### src/rtl/writeback_stage_pkg.sv
// writeback_stage_pkg: shared FSM states, load-size encodings and the MEM/WB register layout.
package writeback_stage_pkg;
    localparam int WB_XLEN = 64;
    localparam int WB_REG_ADDR_W = 5;

    typedef enum logic [1:0] {IDLE, WRITE, RELEASE} wb_state_e;

    localparam logic [2:0] SIZE_B = 3'b000;
    localparam logic [2:0] SIZE_H = 3'b001;
    localparam logic [2:0] SIZE_W = 3'b010;
    localparam logic [2:0] SIZE_D = 3'b011;

    typedef struct packed {
        logic [WB_XLEN-1:0]       loaded_data;
        logic [WB_XLEN-1:0]       alu_data;
        logic [WB_REG_ADDR_W-1:0] rd;
        logic                     reg_write;
        logic                     mem_to_reg;
        logic [2:0]               data_size;
        logic                     load_unsigned;
    } mem_wb_struct;
endpackage

### src/rtl/writeback_stage_load_extender.sv
// load_extender: aligns, truncates and sign/zero-extends a load field out of a raw doubleword.
module load_extender
    import writeback_stage_pkg::*;
#(
    parameter int XLEN = WB_XLEN
) (
    input  logic [XLEN-1:0] data,
    input  logic [2:0]      offset,
    input  logic [2:0]      size,
    input  logic            load_unsigned,
    output logic [XLEN-1:0] result
);
    logic            is_d;
    logic [2:0]      off;
    logic [XLEN-1:0] sh;
    logic            sx;
    always_comb begin
        is_d = size[2] || size == SIZE_D;
        // Misaligned low offset bits are dropped so the field starts on a size boundary
        off = is_d ? 3'd0 : size == SIZE_W ? {offset[2], 2'b00} : size == SIZE_H ? {offset[2:1], 1'b0} : offset;
        sh = data >> {off, 3'b000};
        sx = ~load_unsigned;
        result = is_d ? sh :
                 size == SIZE_W ? {{(XLEN-32){sx & sh[31]}}, sh[31:0]} :
                 size == SIZE_H ? {{(XLEN-16){sx & sh[15]}}, sh[15:0]} :
                                  {{(XLEN-8){sx & sh[7]}}, sh[7:0]};
    end
endmodule

### src/rtl/writeback_stage.sv
// writeback_stage: MEM/WB capture, result select and single-cycle register-file write with retire counter.
// Optional macro WB_BYPASS_EN adds decode-stage forwarding outputs mirroring the WRITE-cycle write.
module writeback_stage
    import writeback_stage_pkg::*;
#(
    parameter int XLEN = WB_XLEN,
    parameter int REG_ADDR_W = WB_REG_ADDR_W
) (
    input  logic                  clk,
    input  logic                  reset,
    input  logic                  memory_done,
    input  logic [XLEN-1:0]       loaded_data_in,
    input  logic [XLEN-1:0]       alu_data_in,
    input  logic [REG_ADDR_W-1:0] rd_in,
    input  logic                  reg_write_in,
    input  logic                  mem_to_reg_in,
    input  logic [2:0]            data_size_in,
    input  logic                  load_unsigned_in,
    output logic                  mem_wb_pipeline_valid,
    output logic                  rf_write_enable,
    output logic [REG_ADDR_W-1:0] rf_write_addr,
    output logic [XLEN-1:0]       rf_write_data,
`ifdef WB_BYPASS_EN
    output logic                  bypass_valid,
    output logic [REG_ADDR_W-1:0] bypass_addr,
    output logic [XLEN-1:0]       bypass_data,
`endif
    output logic                  wb_done,
    output logic [63:0]           retired_count
);
    wb_state_e       state;
    mem_wb_struct    mw;
    logic [XLEN-1:0] load_ext;

    load_extender #(.XLEN(XLEN)) u_ext (
        .data          (mw.loaded_data),
        .offset        (mw.alu_data[2:0]),
        .size          (mw.data_size),
        .load_unsigned (mw.load_unsigned),
        .result        (load_ext)
    );

    assign rf_write_addr = mw.rd;
    assign rf_write_data = mw.mem_to_reg ? load_ext : mw.alu_data;

`ifdef WB_BYPASS_EN
    assign bypass_valid = rf_write_enable;
    assign bypass_addr  = state == WRITE ? mw.rd : '0;
    assign bypass_data  = state == WRITE ? rf_write_data : '0;
`endif

    always_ff @(posedge clk) begin
        if (reset) begin
            state                 <= IDLE;
            mw                    <= '0;
            mem_wb_pipeline_valid <= 1'b0;
            rf_write_enable       <= 1'b0;
            wb_done               <= 1'b0;
            retired_count         <= '0;
        end else begin
            case (state)
                IDLE: if (memory_done) begin
                    mw <= '{loaded_data: loaded_data_in, alu_data: alu_data_in, rd: rd_in,
                            reg_write: reg_write_in, mem_to_reg: mem_to_reg_in,
                            data_size: data_size_in, load_unsigned: load_unsigned_in};
                    mem_wb_pipeline_valid <= 1'b1;
                    rf_write_enable       <= reg_write_in && rd_in != '0;
                    wb_done               <= 1'b1;
                    state                 <= WRITE;
                end
                WRITE: begin
                    rf_write_enable <= 1'b0;
                    wb_done         <= 1'b0;
                    retired_count   <= retired_count + 64'd1;
                    state           <= RELEASE;
                end
                RELEASE: if (!memory_done) begin
                    mem_wb_pipeline_valid <= 1'b0;
                    state                 <= IDLE;
                end
                default: state <= IDLE;
            endcase
        end
    end
endmodule

### config.mk
export PLATFORM = sky130hd
export DESIGN_NAME = writeback_stage
export DESIGN_NICKNAME = d
export VERILOG_FILES = /design/src/rtl/writeback_stage_pkg.sv /design/src/rtl/writeback_stage_load_extender.sv /design/src/rtl/writeback_stage.sv
export SDC_FILE = /design/constraint.sdc
export NUM_CORES = 1
export LEC_CHECK = 0
export CELL_PAD_IN_SITES_DETAIL_PLACEMENT = 1
export CELL_PAD_IN_SITES_GLOBAL_PLACEMENT = 1
export CORE_MARGIN = 4
export CORE_UTILIZATION = 35
export DETAILED_ROUTE_END_ITERATION = 10
export PLACE_DENSITY = 0.87
export SLEW_MARGIN = 20
export SYNTH_ARGS = -nofsm -noshare
export SYNTH_HDL_FRONTEND = slang
export SYNTH_SLANG_ARGS = --single-unit
### constraint.sdc
create_clock -name clk -period 3.4 [get_ports clk]
set_input_delay 1.02 -clock clk [delete_from_list [all_inputs] [get_ports clk]]
set_output_delay 1.02 -clock clk [all_outputs]
set_load 0.02 [all_outputs]
==> results of run 1 <==
-- how the worst max path moves through the flow --
stage                                    to  slack, ps  depth (start not counted)
after floorplan           rf_write_data[23]        -50                          7
after global placement    rf_write_data[39]       -410                          8
after detailed placement  rf_write_data[39]       -390                          8
after CTS                 rf_write_data[15]       -510                          9
after global routing      rf_write_data[36]       -690                          9
final                     rf_write_data[36]       -600                          9
-- tightest hold or removal path, stage by stage, from the launching register on --
cell	delay, ps
dfxtp_1	310
nand2_1	50
a21oi_1	50
-- cell families (layout without fill, tap and decap cells) --
logic type	count (synthesis)	after routing	synth area share
compound gates	389	389	0.223
xor+xnor	34	34	0.0283
fa+ha+maj	1	1	0.00119
buf+inv	134	482	0.0520
flops	207	207	0.394
mux	39	39	0.0402
simple gates	581	581	0.261
-- metal layers --
layer	vias up	wire length, µm	GRT usage
met5	-	12	0
met4	2	3030	0.129
met3	212	4270	0.0672
met2	653	25300	0.471
met1	6128	19600	0.337
li1	5560	-	-
-- final cells by class --
cell class / instances / area [µm²] / area share
Sequential cell: 207 / 4150 / 0.253
Clock inverter: 7 / 70.1 / 0.00426
Multi-Input combinational cell: 1044 / 6680 / 0.406
Timing Repair Buffer: 421 / 4230 / 0.258
Inverter: 16 / 60.1 / 0.00365
Tap cell: 390 / 488 / 0.0297
Clock buffer: 38 / 754 / 0.0459
-- state kept, by name (all words and copies together), names as in the netlist --
register / flops
mem_wb_pipeline_valid: 1
state: 2
retired_count: 64
rf_write_addr: 5
rf_write_enable: 1
wb_done: 1
mw: 133
-- Yosys cell counts, drive strengths merged (2+ instances only) --
cell type	instances	area, µm²
nor3	10	55.1
o22ai	32	200
o21ai	28	140
nor4b	4	50.1
nand4	18	125
buf	26	141
a211o	21	184
inv	15	56.3
o2bb2ai	2	17.5
nand2	317	1190
xor2	9	78.8
and4	11	96.3
nand3	26	135
a21oi	215	1080
and3	19	119
or4	12	97.6
a31oi	9	56.3
or3	16	100
a222oi	7	70.1
o221ai	8	70.1
mux2	16	180
mux2i	22	220
o31ai	8	60.1
a211oi	47	358
nand4b	2	17.5
o21a	2	15.0
nor4	23	144
and2	9	56.3
nor2b	35	219
o41ai	2	17.5
a32oi	2	25.0
nor2	70	263
xnor2	25	219
nor3b	2	20.0
dfxtp	207	4140
nand3b	2	15.0
a31o	2	17.5
clkbuf	92	345
-- power groups by stage --
stage          Clock, µW  Sequential [µW]  Combinational [µW]
6_report            2690             2650                1720
5_1_grt             2830             2660                1800
2_1_floorplan          0             2650                 669
3_5_place_dp           0             2690                1330
4_1_cts             2730             2640                1490
3_3_place_gp           0             2680                1310
-- repair_timing --
action	in CTS	in global routing
pin swaps	21	30
gates cloned	5	2
resized for setup	433	143
setup endpoints to repair	64	64
hold buffers	0	0
setup buffers	36	22
-- cell usage in the layout, fill, tap and decap left out, types with 12 or more instances in the layout --
cell type and n:
a211o_1 21, a21oi_1 188, o21ai_0 19, or3_1 16, a21oi_2 15, nor2_1 69
buf_12 18, nand2_1 314, dfxtp_1 203, nor4_1 19, nor2b_1 35, and3_1 16
a211oi_1 13, buf_6 66, clkbuf_16 27, nand4_1 16, clkdlybuf4s50_1 212, nand3_1 25
mux2i_1 18, a21oi_4 12, mux2_2 14, xnor2_1 25, a211oi_4 15, a211oi_2 19
inv_1 15, o22ai_1 32, buf_4 114
-- stage by stage --
stage	instance area [µm²]	hold slack (ps)
6_report	16400	454
5_1_grt	16400	472
3_3_place_gp	14200	441
4_1_cts	15800	455
2_1_floorplan	10500	436
3_5_place_dp	14200	447
==> results.yml, run 1 <==
status:
  status: "finished with violations"
  violations: "setup timing"
yosys:
  synth.net_count: 1528
  syn_inst: 1385
  async_reset_ff_frac: 0
  synth_edf_count: 0
  syn_area_um2: 10500
  synth-main-ff-cell: "dfxtp_1"
  syn_area_per_cell_um2: 7.59
  ys_ff_latch: 207
  yosysSeqAreaShare: 0.394
  yosysWarnings: 0
  yosysUniqueCellTypes: 62
power:
  total_leakage_power_uw: 0.00585
  comb_power_share: 0.243
  p_sw_uw: 2140
  power.internal_uw: 4920
  switching_share: 0.303
  ir_drop_mv: 0.352
  clkPwrFrac: 0.381
  pwr-share-seq: 0.375
  power_uw: 7070
  power_density_nw_per_um2: 430
critical_path:
  crit_family: "buffers and inverters"
  r2r-start: "retired_count[0]"
  startpoint_type: "register"
  rrSetupSlack_ps: 680
  criticalPathCategory: "reg2out"
  slowest_stage: "nor4b_4"
  worstPathCellList: "nor4b_4, buf_4, mux2_4, o211a_4, buf_12, buf_4, a211oi_1, a21oi_1, buf_4"
  required_ps: 2380
  crit_top_cell: "buf_4"
  arrival_ps: 2980
  reg2regPathDepth: 6
  crit_buf_inv: 4
  cp-end-kind: "primary output"
  regToRegEndpoint: "retired_count[60]"
  crit_fanout: 7
  critPathMaxStageDelay_ps: 360
  crit_start: "mw[2]"
floorplanning:
  die_h_um: 181
  core_area_um2: 29600
  io-pin-count: 278
  die-area_um2: 32900
  initial_core_util: 0.355
  dieWidth_um: 181
  rows: 63
global_routing:
  globalRouteOverflowTotal: 0
  grt_use_total: 0.280
  grt_max_degree: 137
  grt_pass1_wl_um: 74800
  grt_pass1_vias: 12800
  antenna_found_initial: 1
sta:
  setup_viol: 64
  max_slew_margin: 0.303
  timing.final.hold_violations: 0
  fin_crit_sh: 1.18
  drv_slew: 0
  clock_skew_ps: 8.69
  fmax_mhz: 250
  period_needed_ps: 4000
  tightestPinTransition_ps: 1040
  worst_slack_ps: -602
  rsz0062_at_grt: "true"
  tns_ps: -23850
route:
  routed_wl_um: 52300
  wire_per_inst_um: 24.6
  via_count: 12600
  drc: 0
  antenna_left: 0
  dr.pass1.iters: 8
  dr.first_iter.drc_count: 1236
  vias_per_cell: 5.91
clock_tree:
  cts_inserted_buffers: 25
  cts.path.max_buffers: 3
  htreeDepth: 1
  clk_latency_ps: 530
  cts.sinks: 207
  clk_pin_slew_worst_paths_ps: 60
  cts_tree: "built"
  cts_root_buf: "clkbuf_16"
worst_hold_path:
  holdPathStages: 2
  hp-class: "reg2reg"
  hold_start: "mw[26]"
  hold_end: "mw[26]"
cells_and_area:
  fin_cells: 2123
  nets: 1858
  fin_util: 0.554
  antenna_cells: 0
  nFillCells: 3435
  syn_to_final_growth_pct: 56.3
  drive_gt1_frac: 0.228
job:
  maxCapViolations: 0
placement:
  io_buffers: 277
  place_ws_ps: -394
  gp_congestion: 0.908
  hpwl_um: 32300
  dp.cells: 2018
Power figures use the tool's default switching activity.
==> run 2, diff against run 1 <==
--- a/config.mk
+++ b/config.mk
@@ -8,9 +8,10 @@
 export CELL_PAD_IN_SITES_DETAIL_PLACEMENT = 1
 export CELL_PAD_IN_SITES_GLOBAL_PLACEMENT = 1
 export CORE_MARGIN = 4
-export CORE_UTILIZATION = 35
+export CORE_UTILIZATION = 45
 export DETAILED_ROUTE_END_ITERATION = 10
-export PLACE_DENSITY = 0.87
+export DONT_BUFFER_PORTS = 1
+export PLACE_DENSITY = 0.86
 export SLEW_MARGIN = 20
 export SYNTH_ARGS = -nofsm -noshare
 export SYNTH_HDL_FRONTEND = slang
==> results.yml, run 2 (synthesized netlist as in run 1, its figures left out) <==
job:
  maxCapViolations: 0
sta:
  clock_skew_ps: 16.2
  fmax_mhz: 258
  holdWs_ps: 457
  timing.final.hold_violations: 0
  tightestPinTransition_ps: 953
  drv_slew: 0
  worst_slack_ps: -474
  setup_viol: 64
  period_needed_ps: 3870
  fin_crit_sh: 1.14
  max_slew_margin: 0.360
  rsz0062_at_grt: "true"
power:
  power_uw: 6710
  ir_drop_mv: 0.395
  power_density_nw_per_um2: 496
  total_leakage_power_uw: 0.00466
placement:
  dpl_cell_area_um2: 11500
  place_ws_ps: 102
  gp_congestion: 0.967
  io_buffers: 0
  dp.cells: 1702
  hpwl_um: 28500
status:
  violations: "setup timing"
  status: "finished with violations"
cells_and_area:
  largest_reg_flops: 133
  syn_to_final_growth_pct: 28.9
  mostFrequentLayoutCells: "nand2_1 (314), dfxtp_1 (200), a21oi_1 (198), buf_4 (96), nor2_1 (70)"
  nets: 1578
  nFillCells: 2649
  finish.instance_area_um2: 13500
  drive_gt1_frac: 0.226
  layout_commonest_cell: "nand2_1"
  fin_cells: 1767
  top_register: "mw"
worst_hold_path:
  hold_start: "mw[23]"
  hp-class: "reg2reg"
route:
  routed_wl_um: 48300
  wire_per_inst_um: 27.4
  dr.first_iter.drc_count: 1448
  via_count: 11500
  antenna_left: 0
  drc: 0
  dr.pass1.iters: 6
  vias_per_cell: 6.53
floorplanning:
  die_h_um: 161
  rows: 55
  dieWidth_um: 161
  core_area_um2: 22800
  io-pin-count: 278
  die-area_um2: 25900
  initial_core_util: 0.461
critical_path:
  crit_family: "simple AND/OR/NAND/NOR gates"
  crit_buf_inv: 4
  startpoint_type: "register"
  crit_top_cell: "buf_4"
  worstPathCellList: "buf_4, nand2b_2, o2bb2ai_1, nor4_4, nor3_4, buf_6, buf_12, a21oi_1, buf_4"
  critPathMaxStageDelay_ps: 500
  cp-end-kind: "primary output"
  criticalPathCategory: "reg2out"
  crit_start: "mw[1]"
  r2r-start: "retired_count[1]"
  required_ps: 2380
  slowest_stage: "nor4_4"
  arrival_ps: 2850
  crit_fanout: 10
clock_tree:
  clk_pin_slew_worst_paths_ps: 60
  cts.sinks: 207
  cts_inserted_buffers: 24
  clk_latency_ps: 530
  cts.path.max_buffers: 3
  cts_tree: "built"
  htreeDepth: 1
  cts_root_buf: "clkbuf_16"
global_routing:
  grt_pass1_wl_um: 70300
  grt_pass1_vias: 11800
  antenna_found_initial: 1
  grt_use_total: 0.341
  globalRouteOverflowTotal: 0
  grt_max_degree: 208
## run 2: final timing paths
path / endpoint / slack, ps / cells past startpoint
max: rf_write_data[34] / -470 / 9
min: mw[23] / 460 / 2
max reg2reg: retired_count[60] / 550 / 6
min reg2reg: mw[23] / 460 / 2
## run 2: tightest hold or removal path, stage by stage (launching register included)
cell and delay (ps):
dfxtp_1 310, nand2_1 50, a21oi_1 50
## run 2: timing repair
| action | CTS | global route |
|---|---|---|
| buffers inserted | 21 | 8 |
| gates cloned | 7 | 0 |
| hold buffers | 0 | 0 |
| pin swaps | 38 | 25 |
| resized for setup | 149 | 56 |
| endpoints found under the setup margin | 64 | 64 |
## run 2: metrics by stage
stage | TNS [ps] | util
2_1_floorplan | -437 | -
3_3_place_gp | 0 | 0.504
3_5_place_dp | 0 | 0.504
4_1_cts | -17710 | 0.583
5_1_grt | -27960 | 0.595
6_report | -24620 | 0.595
## run 2: where the power goes
group	leakage (µW)	switching, µW	internal [µW]
Clock	0.000406	1080	1630
Combinational	0.00256	805	521
Sequential	0.00169	141	2540
## run 2: layout make-up
type / count / area [µm²] / area share
antenna: 1 / 2.50 / 0.000185
clock buffer: 33 / 674 / 0.0498
clock inverter: 11 / 154 / 0.0114
inverter: 16 / 60.1 / 0.00443
multi-input combinational: 1044 / 6650 / 0.491
sequential: 207 / 4160 / 0.307
tap: 313 / 392 / 0.0289
timing repair buffer: 142 / 1460 / 0.108
## run 2: layer usage
| layer | routed length, µm | GRT usage | vias up |
|---|---|---|---|
| met5 | 0 | 0 | - |
| met4 | 3100 | 0.174 | 0 |
| li1 | - | - | 4998 |
| met2 | 22900 | 0.571 | 727 |
| met1 | 17400 | 0.388 | 5590 |
| met3 | 4910 | 0.114 | 225 |
==> run 3, diff against run 2 <==
--- a/config.mk
+++ b/config.mk
@@ -8,10 +8,10 @@
 export CELL_PAD_IN_SITES_DETAIL_PLACEMENT = 1
 export CELL_PAD_IN_SITES_GLOBAL_PLACEMENT = 1
 export CORE_MARGIN = 4
-export CORE_UTILIZATION = 45
+export CORE_UTILIZATION = 41
 export DETAILED_ROUTE_END_ITERATION = 10
 export DONT_BUFFER_PORTS = 1
-export PLACE_DENSITY = 0.86
+export PLACE_DENSITY = 0.83
 export SLEW_MARGIN = 20
 export SYNTH_ARGS = -nofsm -noshare
 export SYNTH_HDL_FRONTEND = slang
==> constraint.sdc (replaced) <==
create_clock -name clk -period 3.38 [get_ports clk]
set_input_delay 1.014 -clock clk [delete_from_list [all_inputs] [get_ports clk]]
set_output_delay 1.014 -clock clk [all_outputs]
set_load 0.02 [all_outputs]
==> results.yml, run 3 (synthesized netlist as in run 1, its figures left out) <==
status:
  status: "finished with violations"
  violations: "setup timing"
global_routing:
  grt_max_degree: 208
  grt_pass1_wl_um: 73300
  grt_pass1_vias: 12200
  antenna_found_initial: 1
  globalRouteOverflowTotal: 0
  grt_use_total: 0.327
sta:
  worst_slack_ps: -367
  clock_skew_ps: 7.56
  timing.final.hold_violations: 0
  tightestPinTransition_ps: 1030
  holdWs_ps: 454
  max_slew_margin: 0.309
  fin_crit_sh: 1.11
  rsz0062_at_grt: "true"
  setup_viol: 64
  period_needed_ps: 3750
  fmax_mhz: 267
  drv_slew: 0
cells_and_area:
  finish.instance_area_um2: 14400
  layout_commonest_cell: "nand2_1"
  top_register: "mw"
  nets: 1611
  mostFrequentLayoutCells: "nand2_1 (315), dfxtp_1 (201), a21oi_1 (176), buf_4 (93), nor2_1 (68)"
  syn_to_final_growth_pct: 37.0
  nFillCells: 2867
  drive_gt1_frac: 0.256
  largest_reg_flops: 133
clock_tree:
  cts_tree: "built"
  cts_root_buf: "clkbuf_16"
  clk_pin_slew_worst_paths_ps: 60
  clk_latency_ps: 540
  cts.sinks: 207
  cts_inserted_buffers: 25
  hold_buffers: 0
  htreeDepth: 1
  cts.path.max_buffers: 3
power:
  power_uw: 6960
  total_leakage_power_uw: 0.00499
  ir_drop_mv: 0.377
  pwr-share-seq: 0.386
  switching_share: 0.306
  clkPwrFrac: 0.395
  comb_power_share: 0.219
  power.internal_uw: 4830
  p_sw_uw: 2130
  power_density_nw_per_um2: 483
placement:
  gp_congestion: 0.908
  dpl_cell_area_um2: 11600
  io_buffers: 0
  hpwl_um: 28900
job:
  maxCapViolations: 0
floorplanning:
  io-pin-count: 278
  rows: 58
  dieWidth_um: 168
  die_h_um: 168
  die-area_um2: 28300
  core_area_um2: 25200
  initial_core_util: 0.417
critical_path:
  critPathMaxStageDelay_ps: 370
  criticalPathCategory: "reg2out"
  arrival_ps: 2730
  required_ps: 2370
  crit_cells: 9
  crit_buf_inv: 4
  reg2regPathDepth: 5
  cp-end-kind: "primary output"
  rrSetupSlack_ps: 520
  crit_top_cell: "buf_6"
  crit_fanout: 7
  startpoint_type: "register"
  worstPathCellList: "nor4b_4, buf_4, mux2_4, nor4_4, nor3_4, buf_6, clkbuf_16, a21oi_4, buf_6"
  slowest_stage: "dfxtp_4"
  crit_family: "buffers and inverters"
worst_hold_path:
  holdPathStages: 2
  hp-class: "reg2reg"
route:
  wire_per_inst_um: 27.5
  routed_wl_um: 50000
  via_count: 11700
  drc: 0
  dr.pass1.iters: 8
  vias_per_cell: 6.42
  antenna_left: 0
  dr.first_iter.drc_count: 1172
## run 3: cell types whose count changed in the layout (fill, tap and decap cells not counted), moves of 6 or more
| cell | change |
|---|---|
| buf_6 | +28 |
| mux2_4 | +7 |
| a21oi_1 | -22 |
| a211oi_4 | +20 |
| mux2i_1 | +7 |
| a21oi_4 | +18 |
| mux2_2 | -7 |
| buf_16 | +6 |
| a211oi_2 | -20 |
## run 3: path summary, 6_finish.rpt
| check | from | end |
|---|---|---|
| worst max-delay path | mw[2] | rf_write_data[51] |
| worst min-delay path | mw[25] | mw[25] |
| worst max register to register | retired_count[5] | retired_count[53] |
| worst min register to register | mw[25] | mw[25] |
## run 3: worst min-delay path: cells and delay by family (launching register included)
| kind | cells | cell delay (ps) |
|---|---|---|
| compound gates | 1 | 50 |
| flops | 1 | 310 |
| simple gates | 1 | 50 |
## run 3: timing repair
action,4_1_cts,5_1_grt
gates cloned,11,2
buffers inserted,32,4
resized for setup,229,76
setup endpoints to repair,64,64
pin swaps,36,70
## run 3: routing by layer
metal / GRT usage / vias to the layer above / wire length (µm) / part of all wire
li1: - / 5054 / - / -
met1: 0.378 / 5728 / 18500 / 0.37
met2: 0.553 / 670 / 24000 / 0.48
met3: 0.0796 / 211 / 4200 / 0.084
met4: 0.185 / 0 / 3320 / 0.066
met5: 0 / - / 0 / 0
## run 3: through the flow
stage	instances	util	TNS [ps]	setup WS [ps]
2_1_floorplan	1385	-	-549	-68.6
3_3_place_gp	1728	0.459	-2860	-110
3_5_place_dp	1728	0.459	-3880	-136
4_1_cts	1814	0.555	-17460	-348
5_1_grt	1817	0.572	-25600	-472
6_report	1817	0.572	-19650	-367
## run 3: cell type report
type	count	area, µm²	area share
diodes	1	2.50	0.000174
clock buffers	34	689	0.0479
clock inverters	11	134	0.00930
flip-flops and latches	207	4160	0.289
well taps	330	413	0.0287
repair buffers	174	1930	0.134
inverters	16	60.1	0.00417
multi-input cells	1044	7010	0.487
## run 3: power groups by stage
| stage | clock (µW) | sequential (µW) | combinational, µW |
|---|---|---|---|
| after detailed placement | 0 | 2720 | 1030 |
| after global placement | 0 | 2710 | 1010 |
| final | 2750 | 2690 | 1520 |
| after global routing | 2880 | 2690 | 1580 |
| after CTS | 2770 | 2670 | 1350 |
| after floorplan | 0 | 2660 | 673 |
